`src/rtl/conv_pkg.sv`:
```
// ---------------------------------------------------------------------------
// conv_pkg
//   Shared types for the convolution pipeline.
//   - kernel_pos_t        : boundary flags for one kernel-centre pixel; the
//                           zero-pad masking stage uses them to decide which
//                           taps fall outside the image.
//   - kernel_pos_marker_t : frame markers travelling with each position.
//   - sched_state_t       : frame-level states of the raster scheduler.
//   - DEFAULT_IMG_*_MAX   : default maximum image dimensions.
//   - sizeLegal()         : range check for a configured image dimension.
// ---------------------------------------------------------------------------
package conv_pkg;

    localparam int DEFAULT_IMG_W_MAX = 1024;
    localparam int DEFAULT_IMG_H_MAX = 1024;

    // n = north (top), s = south (bottom), e = east (right), w = west (left).
    // The "2" flag means the pixel sits on the outermost row/column, the "1"
    // flag means it is one row/column in from that edge.
    typedef struct packed {
        logic n1;
        logic n2;
        logic s1;
        logic s2;
        logic e1;
        logic e2;
        logic w1;
        logic w2;
    } kernel_pos_t;

    typedef struct packed {
        logic sof;
        logic eol;
        logic eof;
    } kernel_pos_marker_t;

    typedef enum logic [1:0] {
        IDLE = 2'd0,
        RUN  = 2'd1,
        DONE = 2'd2
    } sched_state_t;

    // A dimension is usable when it is at least one pixel and no larger than
    // the maximum the buffers were sized for.
    function automatic logic sizeLegal(input int size, input int maxSize);
        return (size != 0) && (size <= maxSize);
    endfunction

endpackage

```
`src/rtl/conv_raster_cnt.sv`:
```
// ---------------------------------------------------------------------------
// conv_raster_cnt
//   Column/row raster counters for the kernel position scheduler. The
//   counters hold the coordinate of the next token to be accepted.
//
//   Ports:
//     clk, rst     : clock, asynchronous active-high reset
//     clear_i      : return both counters to (0,0)
//     advance_i    : step to the next raster position
//     width_i      : image width W (>= 1 while counting)
//     height_i     : image height H (>= 1 while counting)
//     col_o, row_o : current column / row
//     colLast_o    : current column is W-1
//     rowLast_o    : current row is H-1
//     atLast_o     : current position is the last pixel (H-1,W-1)
// ---------------------------------------------------------------------------
module conv_raster_cnt
    import conv_pkg::*;
#(
    parameter int COL_W = 11,
    parameter int ROW_W = 11
) (
    input  logic             clk,
    input  logic             rst,
    input  logic             clear_i,
    input  logic             advance_i,
    input  logic [COL_W-1:0] width_i,
    input  logic [ROW_W-1:0] height_i,
    output logic [COL_W-1:0] col_o,
    output logic [ROW_W-1:0] row_o,
    output logic             colLast_o,
    output logic             rowLast_o,
    output logic             atLast_o
);

    logic [COL_W-1:0] col_q;
    logic [COL_W-1:0] col_d;
    logic [ROW_W-1:0] row_q;
    logic [ROW_W-1:0] row_d;

    // Edge detection against the configured size. The subtraction is safe
    // because the scheduler only counts with W,H >= 1.
    assign colLast_o = (col_q == (width_i - COL_W'(1)));
    assign rowLast_o = (row_q == (height_i - ROW_W'(1)));
    assign atLast_o  = colLast_o & rowLast_o;
    assign col_o     = col_q;
    assign row_o     = row_q;

    // Next raster position: clear wins over advance; the column wraps at the
    // end of a line and carries into the row. The row is never wrapped here
    // because the scheduler stops accepting tokens after the last pixel.
    always_comb begin
        col_d = col_q;
        row_d = row_q;
        if (clear_i) begin
            col_d = '0;
            row_d = '0;
        end else if (advance_i) begin
            if (colLast_o) begin
                col_d = '0;
                row_d = row_q + ROW_W'(1);
            end else begin
                col_d = col_q + COL_W'(1);
            end
        end
    end

    // Counter registers.
    always_ff @(posedge clk or posedge rst) begin
        if (rst) begin
            col_q <= '0;
            row_q <= '0;
        end else begin
            col_q <= col_d;
            row_q <= row_d;
        end
    end

endmodule

```
`src/rtl/conv_kernel_pos_sched.sv`:
```
// ---------------------------------------------------------------------------
// conv_kernel_pos_sched
//   Raster-scan scheduler for the zero-pad masking stage. For each accepted
//   kernel-centre token it emits the boundary flags of that pixel plus
//   frame markers, one register stage after the handshake. A frame is
//   configured in IDLE, streamed in RUN and closed by a one-cycle DONE.
//   Upstream end-of-line markers are cross-checked against the own count.
//
//   Ports:
//     clk, rst        : clock, asynchronous active-high reset
//     cfg_start_i     : start-of-frame request (only seen in IDLE)
//     cfg_width_i     : image width W, 1..IMG_W_MAX
//     cfg_height_i    : image height H, 1..IMG_H_MAX
//     cfg_abort_i     : abandon the frame and return to IDLE
//     busy_o          : high while in RUN
//     done_o          : high for the single DONE cycle
//     err_o           : sticky error (bad size or EOL mismatch)
//     in_valid_i      : kernel-centre token valid
//     in_eol_i        : upstream end-of-line marker for the token
//     in_ready_o      : token accepted when in_valid_i & in_ready_o
//     pos_valid_o     : position output valid
//     pos_ready_i     : downstream ready
//     pos_o           : boundary flags of the current centre pixel
//     pos_sof_o       : first pixel of the frame
//     pos_eol_o       : last column of a line
//     pos_eof_o       : last pixel of the frame
// ---------------------------------------------------------------------------
module conv_kernel_pos_sched
    import conv_pkg::*;
#(
    parameter int IMG_W_MAX = DEFAULT_IMG_W_MAX,
    parameter int IMG_H_MAX = DEFAULT_IMG_H_MAX,
    localparam int COL_W    = $clog2(IMG_W_MAX + 1),
    localparam int ROW_W    = $clog2(IMG_H_MAX + 1)
) (
    input  logic             clk,
    input  logic             rst,
    input  logic             cfg_start_i,
    input  logic [COL_W-1:0] cfg_width_i,
    input  logic [ROW_W-1:0] cfg_height_i,
    input  logic             cfg_abort_i,
    output logic             busy_o,
    output logic             done_o,
    output logic             err_o,
    input  logic             in_valid_i,
    input  logic             in_eol_i,
    output logic             in_ready_o,
    output logic             pos_valid_o,
    input  logic             pos_ready_i,
    output kernel_pos_t      pos_o,
    output logic             pos_sof_o,
    output logic             pos_eol_o,
    output logic             pos_eof_o
);

    sched_state_t       state_q;
    sched_state_t       state_d;
    logic [COL_W-1:0]   width_q;
    logic [COL_W-1:0]   width_d;
    logic [ROW_W-1:0]   height_q;
    logic [ROW_W-1:0]   height_d;
    logic               lastTaken_q;
    logic               lastTaken_d;
    logic               err_q;
    logic               err_d;
    logic               posValid_q;
    logic               posValid_d;
    kernel_pos_t        pos_q;
    kernel_pos_t        pos_d;
    kernel_pos_marker_t marker_q;
    kernel_pos_marker_t marker_d;

    logic               startLegal;
    logic               startAccept;
    logic               startReject;
    logic               tokenAccept;
    logic               posHandshake;
    logic               cntClear;
    logic [COL_W-1:0]   cntCol;
    logic [ROW_W-1:0]   cntRow;
    logic               colLast;
    logic               rowLast;
    logic               atLast;
    kernel_pos_t        decodedPos;
    kernel_pos_marker_t decodedMarker;

    // Raster counters hold the coordinate the next accepted token gets.
    // They are reset by an abort or by a freshly accepted start.
    conv_raster_cnt #(
        .COL_W (COL_W),
        .ROW_W (ROW_W)
    ) u_raster_cnt (
        .clk       (clk),
        .rst       (rst),
        .clear_i   (cntClear),
        .advance_i (tokenAccept),
        .width_i   (width_q),
        .height_i  (height_q),
        .col_o     (cntCol),
        .row_o     (cntRow),
        .colLast_o (colLast),
        .rowLast_o (rowLast),
        .atLast_o  (atLast)
    );

    // Handshake qualifiers. Abort overrides both a start and a token
    // handshake in the same cycle, so it gates every "accept" term here.
    // The output register can take a new token when it is empty or being
    // drained this cycle, which gives one token per cycle at full rate.
    always_comb begin
        startLegal   = sizeLegal(32'(cfg_width_i), IMG_W_MAX) &&
                       sizeLegal(32'(cfg_height_i), IMG_H_MAX);
        startAccept  = ~cfg_abort_i & (state_q == IDLE) & cfg_start_i & startLegal;
        startReject  = ~cfg_abort_i & (state_q == IDLE) & cfg_start_i & ~startLegal;
        in_ready_o   = (state_q == RUN) & ~lastTaken_q & (~posValid_q | pos_ready_i);
        tokenAccept  = in_valid_i & in_ready_o & ~cfg_abort_i;
        posHandshake = posValid_q & pos_ready_i;
        cntClear     = cfg_abort_i | startAccept;
    end

    // Boundary flag decode for the coordinate about to be accepted. Each
    // flag is an independent equality test, so tiny images naturally set
    // several flags at once (W=1 gives w2 and e2 together). The "one in
    // from the far edge" flags need at least two rows/columns to exist.
    always_comb begin
        decodedPos        = '0;
        decodedPos.n2     = (cntRow == ROW_W'(0));
        decodedPos.n1     = (cntRow == ROW_W'(1));
        decodedPos.s2     = rowLast;
        decodedPos.s1     = (height_q >= ROW_W'(2)) && (cntRow == (height_q - ROW_W'(2)));
        decodedPos.w2     = (cntCol == COL_W'(0));
        decodedPos.w1     = (cntCol == COL_W'(1));
        decodedPos.e2     = colLast;
        decodedPos.e1     = (width_q >= COL_W'(2)) && (cntCol == (width_q - COL_W'(2)));
        decodedMarker     = '0;
        decodedMarker.sof = (cntRow == ROW_W'(0)) && (cntCol == COL_W'(0));
        decodedMarker.eol = colLast;
        decodedMarker.eof = colLast & rowLast;
    end

    // Frame-level next state. RUN only closes when the last position has
    // actually left the output register, so DONE marks true completion
    // downstream. DONE always falls back to IDLE after one cycle.
    always_comb begin
        state_d = state_q;
        if (cfg_abort_i) begin
            state_d = IDLE;
        end else begin
            case (state_q)
                IDLE:    if (startAccept) state_d = RUN;
                RUN:     if (lastTaken_q && posHandshake) state_d = DONE;
                DONE:    state_d = IDLE;
                default: state_d = IDLE;
            endcase
        end
    end

    // Datapath next values. The size is latched only on an accepted start.
    // The error flag is cleared by a good start, set by a rejected start or
    // an upstream EOL that disagrees with our own column count, and simply
    // held through an abort. Once the last pixel is taken no more tokens
    // are admitted until the next start. The output register keeps its
    // contents whenever nothing new is loaded, so a stalled position stays
    // stable for the downstream stage.
    always_comb begin
        width_d     = width_q;
        height_d    = height_q;
        lastTaken_d = lastTaken_q;
        err_d       = err_q;
        posValid_d  = posValid_q;
        pos_d       = pos_q;
        marker_d    = marker_q;

        if (startAccept) begin
            width_d  = cfg_width_i;
            height_d = cfg_height_i;
        end

        if (cntClear) begin
            lastTaken_d = 1'b0;
        end else if (tokenAccept && atLast) begin
            lastTaken_d = 1'b1;
        end

        if (startAccept) begin
            err_d = 1'b0;
        end else if (startReject) begin
            err_d = 1'b1;
        end else if (tokenAccept && (in_eol_i != colLast)) begin
            err_d = 1'b1;
        end

        if (cfg_abort_i) begin
            posValid_d = 1'b0;
        end else if (tokenAccept) begin
            posValid_d = 1'b1;
            pos_d      = decodedPos;
            marker_d   = decodedMarker;
        end else if (posHandshake) begin
            posValid_d = 1'b0;
        end
    end

    // State and datapath registers; a reset mid-frame drops everything.
    always_ff @(posedge clk or posedge rst) begin
        if (rst) begin
            state_q     <= IDLE;
            width_q     <= '0;
            height_q    <= '0;
            lastTaken_q <= 1'b0;
            err_q       <= 1'b0;
            posValid_q  <= 1'b0;
            pos_q       <= '0;
            marker_q    <= '0;
        end else begin
            state_q     <= state_d;
            width_q     <= width_d;
            height_q    <= height_d;
            lastTaken_q <= lastTaken_d;
            err_q       <= err_d;
            posValid_q  <= posValid_d;
            pos_q       <= pos_d;
            marker_q    <= marker_d;
        end
    end

    // Registered outputs straight from the state and output stage.
    assign busy_o      = (state_q == RUN);
    assign done_o      = (state_q == DONE);
    assign err_o       = err_q;
    assign pos_valid_o = posValid_q;
    assign pos_o       = pos_q;
    assign pos_sof_o   = marker_q.sof;
    assign pos_eol_o   = marker_q.eol;
    assign pos_eof_o   = marker_q.eof;

endmodule
```
`config.mk`:
```
export PLATFORM = sky130hd
export DESIGN_NAME = conv_kernel_pos_sched
export DESIGN_NICKNAME = d
export VERILOG_FILES = /design/src/rtl/conv_pkg.sv /design/src/rtl/conv_raster_cnt.sv /design/src/rtl/conv_kernel_pos_sched.sv
export SDC_FILE = /design/constraint.sdc
export NUM_CORES = 1
export LEC_CHECK = 0
export CAP_MARGIN = 20
export CELL_PAD_IN_SITES_DETAIL_PLACEMENT = 1
export CELL_PAD_IN_SITES_GLOBAL_PLACEMENT = 2
export CORE_ASPECT_RATIO = 0.75
export CORE_MARGIN = 2
export CORE_UTILIZATION = 32
export CTS_BUF_LIST = sky130_fd_sc_hd__clkbuf_8 sky130_fd_sc_hd__clkbuf_16
export CTS_CLUSTER_SIZE = 12
export DETAILED_ROUTE_END_ITERATION = 12
export PLACE_DENSITY = 0.8
export SLEW_MARGIN = 15
export SYNTH_ARGS = -nofsm -noshare
export SYNTH_HDL_FRONTEND = slang
export SYNTH_SLANG_ARGS = --single-unit
```
`constraint.sdc`:
```
create_clock -name clk -period 2.3 [get_ports clk]
set_input_delay 0.69 -clock clk [delete_from_list [all_inputs] [get_ports clk]]
set_output_delay 0.69 -clock clk [all_outputs]
set_load 0.01 [all_outputs]
```
==> metrics.txt, run 1 <==
status=finished, violations left; failing checks=setup timing; unrepaired setup endpoints after global routing=true; R2R Path Start=width_q[0]$_DFFE_PP0P_; cell types with the largest area share after synthesis=dfrtp_1 35%, mux2_2 5.6%, xnor2_1 4.4%; overall power after layout=4.155 mW; register area share after synthesis=0.3526; number of clock sinks=59; number of flops mapped to enable cells by yosys=0; final number of hold-violating endpoints=0; final-layout worst hold slack=0.4777 ns; total number of placement rows=36; routed length on met2=6710 um; worst-case setup margin in the final layout=-0.4558 ns; total count of max-transition violations in the final report=0; cell count of the worst reg-to-reg path=10; Synth Cell Area=0.004188 sq mm; register area=0.001476 sq mm; startpoint-to-endpoint class of the critical path=flip-flop to flip-flop; time the final worst path needs with I/O delays and setup=2.756 ns; WL/cell=18.13 um; total number of nets in the final design=664; worst vdd rail ir drop=397.5 uV; final setup fails=29; Via Count=4194; switching power share of the total=0.3193; cell internal pwr=2.828 mW; placer congestion estimate=0.8626; wire length on met1=6892 um; final sum of negative setup slack=-6.520 ns; net count after synthesis=524; gr usage total=0.2070; via count of the first global-routing pass=4288; Mean Syn Cell Area=8.688 sq um; warnings from Yosys=0; fraction of the cycle the final worst path needs=1.198; slew at the pin closest to its max-slew limit=0.5503 ns; DRC violation count after routing=0; global-route wire length before repair=22190 um; arrival time of the worst setup path=3.01 ns; initial core utilization=0.3251; Area growth, synth to finish=52.85%; most common library cell in the layout ignoring fill and taps=buf_4; number of top-level pins=45; clock group share of total power=0.345; diodes inserted=0; CTS Buf Count=9; die boundary width=136.1 um; Die Area=0.01403 sq mm; setup skew after layout=0.008682 ns; Antenna Violating Nets Remaining=0; top cell type's share of synthesized area=0.3526; post-synthesis cell type count=62; highest fanout seen on the critical path=6; Max-cap violations=0; post-route cell area=0.006401 sq mm; worst endpoint required time=2.56 ns; kind of start point of the critical path=flip-flop; startpoint of the most critical hold path=pos_eof_o$_DFFE_PP0P_; TritonCTS clock tree=done; share of flip-flops with an asynchronous set or reset=1.000; number of vias per cell=5.256; share of total power in combinational logic=0.352; endpoint type of the worst setup path=flip-flop; Yosys reg bits=59; share of final-layout standard cells stronger than drive strength 1=0.3525; detailed-routing iteration count for the pre-antenna-repair pass=4; class of the most critical hold timing path=flip-flop to flip-flop; flip-flop cell with the highest count after synthesis=dfrtp_1; fill count=1482; final WL=14470 um; IO buf count=44; routed wl met3=580 um; end point of the most critical hold path=pos_eof_o$_DFFE_PP0P_; H-tree levels=3; Leak Pwr=2.790 nW; highest routed metal layer=met4; library cell used as clock root buffer=clkbuf_16; maximum count of clock buffers along a single path=2; Post-CTS Hold Fix Bufs=0; slack of the worst reg-to-reg path=-0.46 ns; net switching power figure=1.326 mW; violation count after the first detailed-route iteration=169; pin count of the biggest net entering global routing=29; Yosys top cell by area=dfrtp_1; highest-count cells in the layout ignoring fill and taps=99 x buf_4, 59 x dfrtp_1, 42 x nand2_1, 28 x clkdlybuf4s50_1, 25 x nor2_1; part of the total power dissipated in sequential elements=0.303; initial antenna violation count=0; Worst Hold Depth=1; area occupied by multi-input gates=0.002899 sq mm; synthesized instance count=482; Fmax=362.9 MHz; power per unit of standard cell area=649.0 mW/mm^2; core region area=0.01288 sq mm; Die Height=103.1 um; Slew HR=0.6297; clock-pin slew of the registers on the worst-case setup and hold paths=0.05 ns; Reg2Reg Capture Point=u_raster_cnt.row_o[5]$_DFFE_PP0P_; grt ovf=0; Post-Place Cell Area=0.005514 sq mm; Detailed Place HPWL=10310 um; Clock Latency Late Sink=0.34 ns
cell usage after synthesis (3+ instances only):
cell,number
a211oi_1,4
a21oi_1,22
a31oi_1,5
and2_1,5
and3_1,6
buf_2,4
clkbuf_1,21
dfrtp_1,59
ha_1,13
inv_1,18
mux2_2,21
nand2_1,45
nand2b_1,5
nand3_1,29
nand3b_1,3
nand4_1,11
nor2_1,28
nor2b_1,6
nor3_1,15
nor3b_1,3
nor4_1,17
o211ai_1,4
o21ai_0,35
or2_2,4
or3_1,11
xnor2_1,21
xor2_1,21
cells by family (layout without fill, tap and decap cells):
| group | Yosys count | in the layout | share of synthesized area |
|---|---|---|---|
| compound gates | 92 | 92 | 0.1419 |
| mux | 23 | 23 | 0.06125 |
| xor+xnor | 42 | 42 | 0.08784 |
| fa+ha+maj | 13 | 13 | 0.03884 |
| buf+inv | 49 | 194 | 0.05049 |
| flops | 59 | 59 | 0.3526 |
| simple gates | 204 | 204 | 0.2671 |
layout make-up:
cell class                 count  share of cell area
tap                          171             0.03342
sequential                    59              0.2306
inverter                      18             0.01056
timing repair buffer         160              0.2240
clock inverter                 7             0.01329
multi-input combinational    374              0.4529
clock buffer                   9             0.03518
sequential cells by signal, summed over array words and instances (netlist names):
register / flops
height_q: 11
u_raster_cnt.col_o: 11
u_raster_cnt.row_o: 11
width_q: 11
pos_o: 7
state_q: 2
err_o: 1
lastTaken_q: 1
pos_eof_o: 1
pos_eol_o: 1
pos_sof_o: 1
pos_valid_o: 1
through the flow:
step	util	setup slack, ns	std cells
floorplan	-	-0.2218	482
global placement	0.4280	-0.5169	764
detailed placement	0.4280	-0.5904	764
CTS	0.4777	-0.3328	793
global route	0.4969	-0.5494	798
finish	0.4969	-0.4558	798
metal layers:
layer / vias up / track usage
met2: 87 / 0.3363
met3: 21 / 0.03540
li1: 2021 / -
met1: 2065 / 0.2833
met4: 0 / 0.06490
met5: - / 0
worst max-delay path by stage:
stage / slack, ns / endpoint / startpoint
floorplan: -0.22 / u_raster_cnt.row_o[8]$_DFFE_PP0P_ / width_q[1]$_DFFE_PP0P_
global placement: -0.52 / u_raster_cnt.col_o[3]$_DFFE_PP0P_ / cfg_width_i[7]
detailed placement: -0.59 / u_raster_cnt.col_o[8]$_DFFE_PP0P_ / cfg_width_i[7]
CTS: -0.33 / u_raster_cnt.row_o[10]$_DFFE_PP0P_ / width_q[1]$_DFFE_PP0P_
global route: -0.55 / u_raster_cnt.row_o[6]$_DFFE_PP0P_ / width_q[0]$_DFFE_PP0P_
finish: -0.46 / u_raster_cnt.row_o[5]$_DFFE_PP0P_ / width_q[0]$_DFFE_PP0P_
worst max-delay path: stages, from the launching register on:
cell	delay [ns]
dfrtp_1	0.41
inv_2	0.10
ha_4	0.14
or4bb_1	0.41
a21oi_2	0.23
o2111ai_4	0.17
nor4_4	0.40
nand4_1	0.17
buf_6	0.17
or3_4	0.32
a21oi_2	0.15
power by group through the flow:
stage | combinational [mW] | sequential (mW) | clock, mW
final | 1.46 | 1.26 | 1.43
after global routing | 1.58 | 1.28 | 1.50
after CTS | 1.39 | 1.25 | 1.46
after detailed placement | 1.28 | 1.27 | 0
after global placement | 1.24 | 1.26 | 0
after floorplan | 0.749 | 1.24 | 0
repair_timing:
item,in CTS,in global routing
gates resized for setup,68,49
setup endpoints to repair,48,49
cloned,0,1
endpoints found under the hold margin,0,0
buffers inserted,15,6
pin swaps,31,27
Power figures use the tool's default switching activity.
==> run 2, diff against run 1 <==
--- a/config.mk
+++ b/config.mk
@@ -16,4 +16,5 @@
 export DETAILED_ROUTE_END_ITERATION = 12
 export PLACE_DENSITY = 0.8
+export SKIP_LAST_GASP = 1
 export SLEW_MARGIN = 15
 export SYNTH_ARGS = -nofsm -noshare
==> constraint.sdc (replaced) <==
create_clock -name clk -period 2.3 [get_ports clk]
set_input_delay 0.23 -clock clk [delete_from_list [all_inputs] [get_ports clk]]
set_output_delay 0.23 -clock clk [all_outputs]
set_load 0.01 [all_outputs]
==> metrics.txt, run 2 (synthesized netlist as in run 1, its figures left out) <==
status=finished, violations left; failing checks=setup timing; Area growth, synth to finish=43.98%; cell count of the worst reg-to-reg path=9 (-1); die boundary width=136.1 um (unchanged); stage delay of the slowest cell on the critical path=0.59 ns (+0.18 ns); post-route cell area=0.006030 sq mm (-5.8%); initial core utilization=0.3251 (unchanged); startpoint-to-endpoint class of the critical path=flip-flop to flip-flop; total number of nets in the final design=643 (-3.2%); maximum count of clock buffers along a single path=2 (unchanged); Die Height=103.1 um (unchanged); destination of the critical timing path=u_raster_cnt.row_o[6]$_DFFE_PP0P_; kind of start point of the critical path=flip-flop; Slew HR=0.6468 (+0.01707); Antenna Violating Nets Remaining=0 (unchanged); worst endpoint required time=2.55 ns (about the same); most common library cell in the layout ignoring fill and taps=buf_4; CTS Buf Count=9 (unchanged); share of final-layout standard cells stronger than drive strength 1=0.2954 (-0.05709); grt ovf=0 (unchanged); diodes inserted=0 (unchanged); via count of the first global-routing pass=4224 (-1.5%); slew at the pin closest to its max-slew limit=0.5260 ns (-0.02432 ns); Reg2Reg Capture Point=u_raster_cnt.row_o[6]$_DFFE_PP0P_; library cell used as clock root buffer=clkbuf_16; final number of hold-violating endpoints=0 (unchanged); highest-count cells in the layout ignoring fill and taps=86 x buf_4, 59 x dfrtp_1, 44 x clkdlybuf4s50_1, 43 x nand2_1, 27 x nor2_1; slack of the worst reg-to-reg path=-0.35 ns (+0.10 ns); detailed-routing iteration count for the pre-antenna-repair pass=6 (+2); gr usage total=0.2122 (+0.005154); initial antenna violation count=0 (unchanged); TritonCTS clock tree=done; Crit path max-delay family=simple AND/OR/NAND/NOR gates; highest fanout seen on the critical path=7 (+1); Clock Latency Late Sink=0.33 ns (about the same); final setup fails=26 (-10%); clock-pin slew of the registers on the worst-case setup and hold paths=0.05 ns (about the same); Via Count=4158 (-0.86%); R2R Path Start=width_q[4]$_DFFE_PP0P_; cell seen most often among critical-path stages=buf_4; unrepaired setup endpoints after global routing=true; power per unit of standard cell area=711.5 mW/mm^2 (+9.6%); Leak Pwr=2.542 nW (-8.9%); number of top-level pins=45 (unchanged); worst vdd rail ir drop=422.1 uV (+6.2%); pin count of the biggest net entering global routing=60 (+110%); number of clock sinks=59 (unchanged); WL/cell=18.59 um (+2.5%); Fmax=376.9 MHz (+3.9%); global-route wire length before repair=22830 um (+2.9%); start point of the critical path=width_q[4]$_DFFE_PP0P_; logic depth of the worst path, buffers included=9 (-1); placer congestion estimate=0.9026 (+4.6%); Detailed Place HPWL=10710 um (+3.9%); Post-Place Cell Area=0.005384 sq mm (-2.4%); fraction of the cycle the final worst path needs=1.153 (-0.04472); number of vias per cell=5.351 (+1.8%); Max-cap violations=0 (unchanged); fill count=1532 (+3.4%); total count of max-transition violations in the final report=0 (unchanged); Die Area=0.01403 sq mm (unchanged); ordered list of cells on the worst path=buf_4, or4_1, o21ai_2, o2111ai_2, nor4_4, buf_4, nand4_4, or3_1, a21oi_1; time the final worst path needs with I/O delays and setup=2.653 ns (-0.1029 ns); final WL=14440 um (-0.17%); H-tree levels=3 (unchanged); IO buf count=44 (unchanged); utilization of the core after routing=0.4680 (-0.02885); worst-case setup margin in the final layout=-0.3529 ns (+0.1029 ns); DRC violation count after routing=0 (unchanged); endpoint type of the worst setup path=flip-flop; setup skew after layout=0.004802 ns (-0.003880 ns); core region area=0.01288 sq mm (unchanged); violation count after the first detailed-route iteration=225 (+33%); total number of placement rows=36 (unchanged); post-placement setup slack=-0.4164 ns (+0.1740 ns); arrival time of the worst setup path=2.90 ns (-0.11 ns); slowest CP cell=or4_1; class of the most critical hold timing path=input pin to asynchronous set/reset pin; Buf/Inv on CP=2 (unchanged)
-- run 2: changes by cell type in the layout (fill, tap and decap cells not counted), moves of 3 or more --
cell and change:
clkdlybuf4s50_1 +16, buf_4 -13, dlymetal6s2s_1 -8, dlygate4sd2_1 -7
nor4_1 +5, o21ai_0 +5, o21ai_1 -5, buf_6 -4
buf_12 -3, nor4_4 -3, or3_1 +3, or3_4 -3
-- run 2: where the power goes --
group	internal, mW	total [mW]	switching (mW)
registers	1.14	1.26	0.120
logic	0.739	1.46	0.723
clock network	1.08	1.57	0.487
total	2.96	4.29	1.33
-- run 2: stage by stage --
step           TNS, ns  instances  power, mW  hold WS [ns]
5_1_grt         -6.788        777      4.505        0.3113
4_1_cts         -4.596        773      4.249        0.2937
3_3_place_gp    -7.873        750      2.511        0.4600
6_report        -4.187        777      4.290        0.2757
2_1_floorplan   -1.493        482      1.993        0.2931
3_5_place_dp    -12.47        750      2.584        0.4795
-- run 2: worst min-delay path by stage --
stage	endpoint	cells past startpoint	startpoint
3_5_place_dp	pos_o[4]$_DFFE_PP0P_	2	pos_o[4]$_DFFE_PP0P_
5_1_grt	width_q[6]$_DFFE_PP0P_	3	rst
2_1_floorplan	pos_valid_o$_DFFE_PP0P_	1	cfg_abort_i
4_1_cts	width_q[5]$_DFFE_PP0P_	3	rst
6_report	width_q[3]$_DFFE_PP0P_	3	rst
3_3_place_gp	pos_o[6]$_DFFE_PP0P_	2	pos_o[6]$_DFFE_PP0P_
-- run 2: final cells by class --
class | count | area [sq um] | area share
Clock buffer | 10 | 239.0 | 0.03963
Clock inverter | 6 | 105.1 | 0.01743
Inverter | 18 | 67.56 | 0.01121
Multi-Input combinational cell | 374 | 2728 | 0.4524
Sequential cell | 59 | 1476 | 0.2449
Tap cell | 171 | 214.0 | 0.03548
Timing Repair Buffer | 139 | 1200 | 0.1990
-- run 2: metal layers --
layer	global-route usage	up-vias	routed length, um
li1	-	1964	-
met1	0.3037	2082	7044
met2	0.3417	98	6610
met3	0.03441	14	663
met4	0.04006	0	124
met5	0	-	0
-- run 2: worst min-delay path: cells and delay by family --
| family | cells | cell delay [ns] |
|---|---|---|
| buf+inv | 3 | 0.76 |
-- run 2: timing repair --
item	CTS	global route
buffers inserted	9	5
hold buffers	0	0
setup endpoints to repair	26	38
cloned	1	0
gates resized for setup	36	19
pin swaps	24	23
